`src/rtl/dcache_line_engine_if.sv`:
```
// Bundle of the engine's request, SRAM and memory-bus signals.
// slave = line engine side, master = cache controller / SRAM / memory side.
interface dcache_line_engine_if #(
  parameter int ADDR_WIDTH     = 9,
  parameter int DATA_WIDTH     = 32,
  parameter int BE_WIDTH       = 4,
  parameter int LINE_WORDS     = 8,
  parameter int MEM_ADDR_WIDTH = 32,
  parameter int SET_WIDTH      = ADDR_WIDTH - $clog2(LINE_WORDS)
);
  logic                      req_valid;
  logic                      req_ready;
  logic                      req_wb;
  logic [SET_WIDTH-1:0]      req_set;
  logic [MEM_ADDR_WIDTH-1:0] req_wb_addr;
  logic [MEM_ADDR_WIDTH-1:0] req_fill_addr;
  logic                      done;
  logic                      done_err;
  logic                      sram_wr_en;
  logic [ADDR_WIDTH-1:0]     sram_wr_addr;
  logic [DATA_WIDTH-1:0]     sram_wr_data;
  logic [BE_WIDTH-1:0]       sram_wr_byte_en;
  logic [ADDR_WIDTH-1:0]     sram_rd_addr;
  logic [DATA_WIDTH-1:0]     sram_rd_data;
  logic                      mem_cmd_valid;
  logic                      mem_cmd_ready;
  logic                      mem_cmd_we;
  logic [MEM_ADDR_WIDTH-1:0] mem_cmd_addr;
  logic                      mem_wdata_valid;
  logic                      mem_wdata_ready;
  logic [DATA_WIDTH-1:0]     mem_wdata;
  logic                      mem_wdata_last;
  logic                      mem_rdata_valid;
  logic                      mem_rdata_ready;
  logic [DATA_WIDTH-1:0]     mem_rdata;
  logic                      mem_rdata_last;

  modport slave (
    input  req_valid, req_wb, req_set, req_wb_addr, req_fill_addr,
    output req_ready, done, done_err,
    output sram_wr_en, sram_wr_addr, sram_wr_data, sram_wr_byte_en, sram_rd_addr,
    input  sram_rd_data,
    output mem_cmd_valid, mem_cmd_we, mem_cmd_addr,
    input  mem_cmd_ready,
    output mem_wdata_valid, mem_wdata, mem_wdata_last,
    input  mem_wdata_ready,
    input  mem_rdata_valid, mem_rdata, mem_rdata_last,
    output mem_rdata_ready
  );

  modport master (
    output req_valid, req_wb, req_set, req_wb_addr, req_fill_addr,
    input  req_ready, done, done_err,
    input  sram_wr_en, sram_wr_addr, sram_wr_data, sram_wr_byte_en, sram_rd_addr,
    output sram_rd_data,
    input  mem_cmd_valid, mem_cmd_we, mem_cmd_addr,
    output mem_cmd_ready,
    input  mem_wdata_valid, mem_wdata, mem_wdata_last,
    output mem_wdata_ready,
    output mem_rdata_valid, mem_rdata, mem_rdata_last,
    input  mem_rdata_ready
  );
endinterface

```
`src/rtl/dcache_line_engine.sv`:
```
// Data-cache line engine: optional dirty-line write-back from the data SRAM to
// memory, then a burst refill written back into the SRAM, one request at a time.
module dcache_line_engine #(
  parameter int ADDR_WIDTH     = 9,
  parameter int DATA_WIDTH     = 32,
  parameter int BE_WIDTH       = 4,
  parameter int LINE_WORDS     = 8,
  parameter int MEM_ADDR_WIDTH = 32,
  parameter int SET_WIDTH      = ADDR_WIDTH - $clog2(LINE_WORDS)
) (
  input logic clk,
  input logic rst_n,
  dcache_line_engine_if.slave bus
);
  localparam int OFF_W = $clog2(LINE_WORDS);
  localparam int CNT_W = OFF_W + 1;
  localparam logic [CNT_W-1:0] LAST_BEAT = CNT_W'(LINE_WORDS - 1);
  localparam logic [CNT_W-1:0] ALL_BEATS = CNT_W'(LINE_WORDS);

  typedef enum logic [2:0] {IDLE, WB_CMD, WB_DATA, FILL_CMD, FILL_DATA, DONE} state_e;

  state_e                    state_q, state_d;
  logic [CNT_W-1:0]          beat_q, beat_d;
  logic                      err_q, err_d;
  logic [SET_WIDTH-1:0]      set_q;
  logic [MEM_ADDR_WIDTH-1:0] wb_addr_q, fill_addr_q;
  logic                      wr_en_q;
  logic [ADDR_WIDTH-1:0]     wr_addr_q;
  logic [DATA_WIDTH-1:0]     wr_data_q;
  logic                      req_hs, rd_hs;
  logic [OFF_W-1:0]          rd_off;

  always_comb begin
    state_d              = state_q;
    beat_d               = beat_q;
    err_d                = err_q;
    req_hs               = 1'b0;
    rd_hs                = 1'b0;
    rd_off               = '0;
    bus.req_ready        = 1'b0;
    bus.done             = 1'b0;
    bus.done_err         = 1'b0;
    bus.sram_rd_addr     = '0;
    bus.mem_cmd_valid    = 1'b0;
    bus.mem_cmd_we       = 1'b0;
    bus.mem_cmd_addr     = '0;
    bus.mem_wdata_valid  = 1'b0;
    bus.mem_wdata        = '0;
    bus.mem_wdata_last   = 1'b0;
    bus.mem_rdata_ready  = 1'b0;
    case (state_q)
      IDLE: begin
        bus.req_ready = 1'b1;
        req_hs        = bus.req_valid;
        err_d         = 1'b0;
        if (req_hs) state_d = bus.req_wb ? WB_CMD : FILL_CMD;
      end
      WB_CMD: begin
        bus.mem_cmd_valid = 1'b1;
        bus.mem_cmd_we    = 1'b1;
        bus.mem_cmd_addr  = wb_addr_q;
        bus.sram_rd_addr  = {set_q, {OFF_W{1'b0}}};
        if (bus.mem_cmd_ready) begin
          beat_d  = '0;
          state_d = WB_DATA;
        end
      end
      WB_DATA: begin
        // Look one word ahead on an accepted beat so the SRAM's 1-cycle read
        // latency never inserts a bubble; on a stall the address and data hold.
        bus.mem_wdata_valid = 1'b1;
        bus.mem_wdata       = bus.sram_rd_data;
        bus.mem_wdata_last  = (beat_q == LAST_BEAT);
        rd_off              = beat_q[OFF_W-1:0] + OFF_W'(bus.mem_wdata_ready);
        bus.sram_rd_addr    = {set_q, rd_off};
        if (bus.mem_wdata_ready) begin
          beat_d = beat_q + 1'b1;
          if (beat_q == LAST_BEAT) state_d = FILL_CMD;
        end
      end
      FILL_CMD: begin
        bus.mem_cmd_valid = 1'b1;
        bus.mem_cmd_addr  = fill_addr_q;
        if (bus.mem_cmd_ready) begin
          beat_d  = '0;
          state_d = FILL_DATA;
        end
      end
      FILL_DATA: begin
        // Once every beat is in, the final SRAM write is on the port this cycle.
        if (beat_q != ALL_BEATS) begin
          bus.mem_rdata_ready = 1'b1;
          rd_hs               = bus.mem_rdata_valid;
          if (rd_hs) begin
            beat_d = beat_q + 1'b1;
            if (bus.mem_rdata_last != (beat_q == LAST_BEAT)) err_d = 1'b1;
          end
        end else begin
          state_d = DONE;
        end
      end
      DONE: begin
        bus.done     = 1'b1;
        bus.done_err = err_q;
        state_d      = IDLE;
      end
      default: state_d = IDLE;
    endcase
  end

  always_ff @(posedge clk or negedge rst_n) begin
    if (!rst_n) begin
      state_q     <= IDLE;
      beat_q      <= '0;
      err_q       <= 1'b0;
      set_q       <= '0;
      wb_addr_q   <= '0;
      fill_addr_q <= '0;
      wr_en_q     <= 1'b0;
      wr_addr_q   <= '0;
      wr_data_q   <= '0;
    end else begin
      state_q <= state_d;
      beat_q  <= beat_d;
      err_q   <= err_d;
      wr_en_q <= rd_hs;
      if (req_hs) begin
        set_q       <= bus.req_set;
        wb_addr_q   <= bus.req_wb_addr;
        fill_addr_q <= bus.req_fill_addr;
      end
      if (rd_hs) begin
        wr_addr_q <= {set_q, beat_q[OFF_W-1:0]};
        wr_data_q <= bus.mem_rdata;
      end
    end
  end

  assign bus.sram_wr_en      = wr_en_q;
  assign bus.sram_wr_addr    = wr_addr_q;
  assign bus.sram_wr_data    = wr_data_q;
  assign bus.sram_wr_byte_en = {BE_WIDTH{wr_en_q}};
endmodule

```
`src/flat_wrapper.sv`:
```
// flat-port wrapper written by rule: the top's interface ports become plain ports
module dcache_line_engine_flat 
#(
  parameter int ADDR_WIDTH     = 9,
  parameter int DATA_WIDTH     = 32,
  parameter int BE_WIDTH       = 4,
  parameter int LINE_WORDS     = 8,
  parameter int MEM_ADDR_WIDTH = 32,
  parameter int SET_WIDTH      = ADDR_WIDTH - $clog2(LINE_WORDS)
)
  (clk, rst_n, bus_req_valid, bus_req_wb, bus_req_set, bus_req_wb_addr, bus_req_fill_addr, bus_req_ready, bus_done, bus_done_err, bus_sram_wr_en, bus_sram_wr_addr, bus_sram_wr_data, bus_sram_wr_byte_en, bus_sram_rd_addr, bus_sram_rd_data, bus_mem_cmd_valid, bus_mem_cmd_we, bus_mem_cmd_addr, bus_mem_cmd_ready, bus_mem_wdata_valid, bus_mem_wdata, bus_mem_wdata_last, bus_mem_wdata_ready, bus_mem_rdata_valid, bus_mem_rdata, bus_mem_rdata_last, bus_mem_rdata_ready);
  dcache_line_engine_if #(.ADDR_WIDTH(ADDR_WIDTH), .DATA_WIDTH(DATA_WIDTH), .BE_WIDTH(BE_WIDTH), .LINE_WORDS(LINE_WORDS), .MEM_ADDR_WIDTH(MEM_ADDR_WIDTH), .SET_WIDTH(SET_WIDTH)) bus_i ();
  input logic clk;
  input logic rst_n;
  input wire logic [$bits(bus_i.req_valid)-1:0] bus_req_valid;
  input wire logic [$bits(bus_i.req_wb)-1:0] bus_req_wb;
  input wire logic [$bits(bus_i.req_set)-1:0] bus_req_set;
  input wire logic [$bits(bus_i.req_wb_addr)-1:0] bus_req_wb_addr;
  input wire logic [$bits(bus_i.req_fill_addr)-1:0] bus_req_fill_addr;
  output wire logic [$bits(bus_i.req_ready)-1:0] bus_req_ready;
  output wire logic [$bits(bus_i.done)-1:0] bus_done;
  output wire logic [$bits(bus_i.done_err)-1:0] bus_done_err;
  output wire logic [$bits(bus_i.sram_wr_en)-1:0] bus_sram_wr_en;
  output wire logic [$bits(bus_i.sram_wr_addr)-1:0] bus_sram_wr_addr;
  output wire logic [$bits(bus_i.sram_wr_data)-1:0] bus_sram_wr_data;
  output wire logic [$bits(bus_i.sram_wr_byte_en)-1:0] bus_sram_wr_byte_en;
  output wire logic [$bits(bus_i.sram_rd_addr)-1:0] bus_sram_rd_addr;
  input wire logic [$bits(bus_i.sram_rd_data)-1:0] bus_sram_rd_data;
  output wire logic [$bits(bus_i.mem_cmd_valid)-1:0] bus_mem_cmd_valid;
  output wire logic [$bits(bus_i.mem_cmd_we)-1:0] bus_mem_cmd_we;
  output wire logic [$bits(bus_i.mem_cmd_addr)-1:0] bus_mem_cmd_addr;
  input wire logic [$bits(bus_i.mem_cmd_ready)-1:0] bus_mem_cmd_ready;
  output wire logic [$bits(bus_i.mem_wdata_valid)-1:0] bus_mem_wdata_valid;
  output wire logic [$bits(bus_i.mem_wdata)-1:0] bus_mem_wdata;
  output wire logic [$bits(bus_i.mem_wdata_last)-1:0] bus_mem_wdata_last;
  input wire logic [$bits(bus_i.mem_wdata_ready)-1:0] bus_mem_wdata_ready;
  input wire logic [$bits(bus_i.mem_rdata_valid)-1:0] bus_mem_rdata_valid;
  input wire logic [$bits(bus_i.mem_rdata)-1:0] bus_mem_rdata;
  input wire logic [$bits(bus_i.mem_rdata_last)-1:0] bus_mem_rdata_last;
  output wire logic [$bits(bus_i.mem_rdata_ready)-1:0] bus_mem_rdata_ready;
  assign bus_i.req_valid = bus_req_valid;
  assign bus_i.req_wb = bus_req_wb;
  assign bus_i.req_set = bus_req_set;
  assign bus_i.req_wb_addr = bus_req_wb_addr;
  assign bus_i.req_fill_addr = bus_req_fill_addr;
  assign bus_req_ready = bus_i.req_ready;
  assign bus_done = bus_i.done;
  assign bus_done_err = bus_i.done_err;
  assign bus_sram_wr_en = bus_i.sram_wr_en;
  assign bus_sram_wr_addr = bus_i.sram_wr_addr;
  assign bus_sram_wr_data = bus_i.sram_wr_data;
  assign bus_sram_wr_byte_en = bus_i.sram_wr_byte_en;
  assign bus_sram_rd_addr = bus_i.sram_rd_addr;
  assign bus_i.sram_rd_data = bus_sram_rd_data;
  assign bus_mem_cmd_valid = bus_i.mem_cmd_valid;
  assign bus_mem_cmd_we = bus_i.mem_cmd_we;
  assign bus_mem_cmd_addr = bus_i.mem_cmd_addr;
  assign bus_i.mem_cmd_ready = bus_mem_cmd_ready;
  assign bus_mem_wdata_valid = bus_i.mem_wdata_valid;
  assign bus_mem_wdata = bus_i.mem_wdata;
  assign bus_mem_wdata_last = bus_i.mem_wdata_last;
  assign bus_i.mem_wdata_ready = bus_mem_wdata_ready;
  assign bus_i.mem_rdata_valid = bus_mem_rdata_valid;
  assign bus_i.mem_rdata = bus_mem_rdata;
  assign bus_i.mem_rdata_last = bus_mem_rdata_last;
  assign bus_mem_rdata_ready = bus_i.mem_rdata_ready;
  dcache_line_engine #(.ADDR_WIDTH(ADDR_WIDTH), .DATA_WIDTH(DATA_WIDTH), .BE_WIDTH(BE_WIDTH), .LINE_WORDS(LINE_WORDS), .MEM_ADDR_WIDTH(MEM_ADDR_WIDTH), .SET_WIDTH(SET_WIDTH)) u_core (.clk(clk), .rst_n(rst_n), .bus(bus_i));
endmodule
```
`config.mk`:
```
export PLATFORM = sky130hd
export DESIGN_NAME = dcache_line_engine_flat
export DESIGN_NICKNAME = d
export VERILOG_FILES = /design/src/rtl/dcache_line_engine_if.sv /design/src/rtl/dcache_line_engine.sv /design/src/flat_wrapper.sv
export SDC_FILE = /design/constraint.sdc
export NUM_CORES = 1
export LEC_CHECK = 0
export ABC_AREA = 1
export CAP_MARGIN = 10
export CORE_UTILIZATION = 47
export CTS_BUF_LIST = sky130_fd_sc_hd__clkbuf_2
export DETAILED_ROUTE_END_ITERATION = 7
export PLACE_DENSITY_LB_ADDON = 0.3
export SLEW_MARGIN = 25
export SYNTH_ARGS = -nofsm -noshare
export SYNTH_HDL_FRONTEND = slang
export SYNTH_SLANG_ARGS = --single-unit
```
`constraint.sdc`:
```
create_clock -name clk -period 4.8 [get_ports clk]
set_input_delay 1.44 -clock clk [delete_from_list [all_inputs] [get_ports clk]]
set_output_delay 1.44 -clock clk [all_outputs]
set_load 0.01 [all_outputs]
```
==> results of run 1 <==
==> routing by layer <==
metal | global-route usage | vias to the layer above | wire (um)
met5 | 0 | - | 0
met4 | 0.104 | 0 | 391
met3 | 0.0870 | 33 | 1240
met2 | 0.457 | 196 | 8300
met1 | 0.323 | 2675 | 7040
li1 | - | 2889 | -
==> metrics by stage <==
step	hold slack [ps]	instance area [sq um]	cells	util
3_3_place_gp	451	8560	1163	0.701
2_1_floorplan	434	5970	772	-
5_1_grt	512	8750	1194	0.717
4_1_cts	493	8750	1194	0.716
3_5_place_dp	459	8560	1163	0.701
6_report	490	8750	1194	0.717
==> area by class of cell <==
type / count / area, sq um
inverters: 60 / 225
flip-flops and latches: 120 / 3000
repair buffers: 277 / 2740
fillers: 997 / 3460
clock buffers: 20 / 100
clock inverters: 11 / 83.8
well taps: 168 / 210
multi-input cells: 538 / 2390
==> sequential cells by signal, summed over array words and instances (netlist names) <==
register and cells:
u_core.err_q 1, u_core.wb_addr_q 32, u_core.state_q 3, u_core.beat_q 4, u_core.fill_addr_q 32, u_core.set_q 6, u_core.bus.sram_wr_addr 9, u_core.bus.sram_wr_data 32
u_core.bus.sram_wr_en 1
==> cell families (layout without fill, tap and decap cells) <==
kind of cell / Yosys count / after routing / synth area share
AND/OR/NAND/NOR: 481 / 481 / 0.339
flip-flops: 120 / 120 / 0.503
buffers and inverters: 114 / 368 / 0.0995
AO/OA/AOI/OAI: 52 / 52 / 0.0486
adder cells (fa/ha/maj): 4 / 4 / 0.00838
XOR/XNOR: 1 / 1 / 0.00147
==> tightest hold or removal path, cell delays in order, from the launching register on <==
cell	delay [ps]
dfrtp_1	370
nand2_1	50
nand2_1	50
==> how the worst max path moves through the flow <==
stage / depth (start not counted) / startpoint / slack [ps] / to
after floorplan: 4 / bus_mem_wdata_ready / 1280 / bus_sram_rd_addr[1]
after global placement: 6 / bus_mem_wdata_ready / 320 / bus_sram_rd_addr[1]
after detailed placement: 6 / bus_mem_wdata_ready / 270 / bus_sram_rd_addr[1]
after CTS: 6 / bus_mem_wdata_ready / 270 / bus_sram_rd_addr[1]
after global routing: 6 / u_core.state_q[2]$_DFFE_PN0P_ / 10 / bus_sram_rd_addr[4]
final: 6 / bus_mem_wdata_ready / 280 / bus_sram_rd_addr[1]
==> power groups by stage <==
stage | registers, mW | clock network (mW) | logic (mW)
after floorplan | 1.79 | 0 | 1.36
after global placement | 1.73 | 0 | 2.53
after detailed placement | 1.75 | 0 | 2.59
after CTS | 1.72 | 0.559 | 2.60
after global routing | 1.78 | 0.611 | 2.85
final | 1.73 | 0.544 | 2.58
==> cell usage in the layout, fill, tap and decap left out, types with 2 or more instances in the layout <==
master,count
nand3_1,110
nor2_4,3
inv_2,7
clkinv_2,3
a21oi_2,8
clkinv_1,4
nand2_1,287
clkbuf_2,20
nand2_2,3
o21ai_0,35
clkdlybuf4s50_1,266
nor2_1,63
dfrtp_1,120
nand4_1,3
inv_1,53
nand2_4,2
buf_4,10
clkinvlp_4,2
ha_1,4
a21oi_1,9
nor2_2,4
==> results_dict.tcl, run 1 <==
set metrics [dict create \
    cts_made_buffers 17 \
    place_ws_ps 274 \
    status "finished, final reports clean" \
    synth_cells 772 \
    cp_top_family "buffers and inverters" \
    postCtsHoldBufs 0 \
    yosys-top-cells-count "nand2_1 (287), dfrtp_1 (120), nand3_1 (110)" \
    routed_via_density 4.85 \
    hp-class "register to register" \
    worstSetupEndpointType "primary output" \
    startpoint_type "input pin" \
    overflow 0 \
    holdPathStages 2 \
    ir_worst_vdd_v 0.000267 \
    p_per_area_nw_per_um2 554 \
    crit_chain "clkdlybuf4s50_1, ha_1, ha_1, inv_1, nor2_1, clkdlybuf4s50_1" \
    synth_ff_type "dfrtp_1" \
    clock_skew_ps 22.1 \
    grt_pass1_vias 5665 \
    synth_area_sq_um 5970 \
    drc_errors 0 \
    fp-row-count 40 \
    grt_use_total 0.270 \
    drt_iter0_markers 373 \
    fmax_mhz 221 \
    worstMarginPinSlew_ps 812 \
    path_max_fanout 3 \
    synthArstFlopShare 1.00 \
    p_switching_mw 2.01 \
    yosysSeqAreaShare 0.503 \
    hp-start "u_core.err_q$_DFFE_PN0P_" \
    nNetsFinal 1160 \
    yosysTopAreaCell "dfrtp_1" \
    htree_levels 4 \
    drv_cap 0 \
    min_period_ps 4520 \
    cts-resized-gates 0 \
    synthDistinctLibCells 28 \
    clkLatencyLatePin_ps 680 \
    setup_tns_ps 0 \
    via_count 5793 \
    slowest_delay_ps 570 \
    ys_seq_elements 120 \
    clockPowerShare 0.112 \
    avgSynthCellArea_sq_um 7.74 \
    fp.dieW_um 115 \
    slew_headroom 0.459 \
    clock_path_buffers 2 \
    grt_pass1_wl_mm 27.5 \
    place.gp.congestion 0.853 \
    synth_area_leaders "dfrtp_1 (50%), nand2_1 (18%), nand3_1 (9.2%)" \
    syn_to_final_growth_pct 46.5 \
    cts_sinks 120 \
    routed_wirelength_mm 17.0 \
    final_antenna_net_count 0 \
    cp.buffers_inverters 3 \
    regToRegEndpoint "u_core.fill_addr_q[27]$_DFFE_PN0P_" \
    synth.most_common_cell "nand2_1" \
    fin_ws_ps 280 \
    start_util 0.489 \
    n_antenna_cell 0 \
    power_frac_seq 0.356 \
    hold_viol 0 \
    cp.required_ps 3360 \
    whs_endpoint "u_core.err_q$_DFFE_PN0P_" \
    antenna_found_initial 0 \
    drive_above_1_share 0.0663 \
    rsz0062_at_grt "no" \
    syn-num-nets 918 \
    cts.root.buffer_cell "clkbuf_2" \
    reg2regPathDepth 9 \
    r2r-start "u_core.state_q[1]$_DFFE_PN0P_" \
    dieArea_sq_um 13200 \
    cts_tree "yes" \
    firstDrtPassIters 7 \
    leakagePower_nw 4.35 \
    synth_top_area_share 0.503 \
    p_int_mw 2.84 \
    r2r_slack_ps 1910 \
    cp_slowest_cell "clkdlybuf4s50_1" \
    grt_max_degree 66 \
    critical_path_arrival_ps 3080 \
    path_clk_slew_ps 140 \
    wire_per_inst_um 14.2 \
    sw_frac_of_total 0.415 \
    p_comb_frac 0.532 \
    criticalPathCategory "input pin to primary output" \
    slew_violations 0 \
    finalSetupViolCount 0 \
    core_sq_um 12200 \
    synth_edf_count 0 \
    die_h_um 115 \
    pin_count 269 \
    post-dp-hpwl_mm 11.7 \
    cts_setup_buffers 0 \
    period_share 0.942 \
    synth_warnings 0 \
    total_power_mw 4.85 \
    numPortBuffers 268 \
]
No activity file was read; power rests on OpenSTA's default activity.
==> run 2, diff against run 1 <==
CORE_UTILIZATION = 45   (was 47)
==> results_dict.tcl, run 2 (same netlist as run 1, synthesis figures left out) <==
set metrics [dict create \
    postCtsHoldBufs 0 \
    start_util 0.468 \
    wire_per_inst_um 14.2 \
    grt_use_total 0.250 \
    finalSetupViolCount 0 \
    startpoint_type "input pin" \
    wl_met1_mm 7.25 \
    antenna_found_initial 0 \
    pin_count 269 \
    cts.root.buffer_cell "clkbuf_2" \
    syn_to_final_growth_pct 46.7 \
    post-dp-hpwl_mm 11.4 \
    cp.required_ps 3360 \
    via_count 5761 \
    cts_tree "yes" \
    topRoutingLayerUsed "met4" \
    ir_worst_vdd_v 0.000287 \
    n_antenna_cell 0 \
    power_frac_seq 0.355 \
    grt_max_degree 82 \
    slew_headroom 0.356 \
    final_antenna_net_count 0 \
    fp-row-count 41 \
    numPortBuffers 268 \
    routed_wirelength_mm 16.9 \
    clock_path_buffers 2 \
    hp-class "register to register" \
    grt_pass1_vias 5324 \
    critical_path_arrival_ps 3100 \
    dp.cells 1166 \
    routed_via_density 4.82 \
    layout_commonest_cell "nand2_1" \
    layout.cells.non_filler 1195 \
    htree_levels 4 \
    firstDrtPassIters 5 \
    status "finished, final reports clean" \
    wl_met2_mm 8.12 \
    fin_ws_ps 260 \
    min_period_ps 4540 \
    criticalPathCategory "input pin to primary output" \
    drt_iter0_markers 448 \
    worstMarginPinSlew_ps 963 \
    p_switching_mw 2.00 \
    drc_errors 0 \
    grt_pass1_wl_mm 26.4 \
    drive_above_1_share 0.0645 \
    cts_made_buffers 17 \
    worstSetupEndpointType "primary output" \
    cts_setup_buffers 0 \
    p_per_area_nw_per_um2 556 \
    clkLatencyLatePin_ps 660 \
    cts-resized-gates 0 \
    path_max_fanout 3 \
    clockPowerShare 0.122 \
    period_share 0.946 \
    nNetsFinal 1159 \
    fp.dieW_um 117 \
    slew_violations 0 \
    reg2regPathDepth 8 \
    p_comb_frac 0.523 \
    cts_sinks 120 \
    fmax_mhz 220 \
    setup_tns_ps 0 \
    wl_met3_mm 1.39 \
    clock_skew_ps 19.1 \
    die_h_um 117 \
    final_cell_mix "nand2_1 (287), clkdlybuf4s50_1 (266), dfrtp_1 (120)" \
    core_sq_um 12800 \
    place_ws_ps 272 \
    drv_cap 0 \
    overflow 0 \
    rsz0062_at_grt "no" \
    sw_frac_of_total 0.409 \
    place.gp.congestion 0.771 \
    dieArea_sq_um 13700 \
    leakagePower_nw 4.34 \
    holdPathStages 2 \
    hold_viol 0 \
    path_clk_slew_ps 170 \
    p_int_mw 2.88 \
]
==> run 2: cell types whose count changed in the layout (fill, tap and decap cells not counted), sizes merged <==
cell    change
clkbuf      -2
buf         -1
clkinv      -1
bufinv      +1
==> run 2: through the flow <==
| step | cell area (sq um) | power (mW) | util | hold slack [ps] |
|---|---|---|---|---|
| floorplan | 5970 | 3.15 | - | 434 |
| global placement | 8560 | 4.26 | 0.670 | 453 |
| detailed placement | 8560 | 4.31 | 0.670 | 458 |
| CTS | 8760 | 4.92 | 0.686 | 493 |
| global route | 8760 | 5.27 | 0.686 | 512 |
| finish | 8760 | 4.88 | 0.686 | 492 |
==> run 2: layout make-up <==
| type | count | area (sq um) |
|---|---|---|
| clock buffer | 18 | 90.1 |
| clock inverter | 11 | 110 |
| fill | 1056 | 4010 |
| inverter | 60 | 225 |
| multi-input combinational | 538 | 2380 |
| sequential | 120 | 3000 |
| tap | 172 | 215 |
| timing repair buffer | 276 | 2740 |
==> run 2: layer usage <==
layer,track usage,vias up
met4,0.0827,0
met2,0.404,202
met3,0.0747,16
met5,0,-
li1,-,2883
met1,0.321,2660
==> run 2: worst paths after layout <==
path	startpoint	end	slack [ps]
max reg2reg	u_core.state_q[1]$_DFFE_PN0P_	u_core.fill_addr_q[1]$_DFFE_PN0P_	1730
min in group asynchronous	rst_n	u_core.bus.sram_wr_data[5]$_DFFE_PN0P_	780
max in group asynchronous	rst_n	u_core.fill_addr_q[30]$_DFFE_PN0P_	3180
min reg2reg	u_core.wb_addr_q[22]$_DFFE_PN0P_	u_core.wb_addr_q[22]$_DFFE_PN0P_	490
min	u_core.wb_addr_q[22]$_DFFE_PN0P_	u_core.wb_addr_q[22]$_DFFE_PN0P_	490
max	bus_mem_wdata_ready	bus_sram_rd_addr[2]	260
==> run 2: critical path: stages <==
cell,delay (ps)
clkdlybuf4s50_1,460
ha_1,220
ha_1,190
xnor2_1,130
nor2_1,90
clkdlybuf4s50_1,560
==> run 2: power by group through the flow <==
stage / clock [mW] / combinational, mW / sequential (mW)
after floorplan: 0 / 1.36 / 1.79
after global placement: 0 / 2.53 / 1.73
after detailed placement: 0 / 2.56 / 1.75
after CTS: 0.612 / 2.57 / 1.73
after global routing: 0.653 / 2.83 / 1.79
final: 0.593 / 2.55 / 1.73
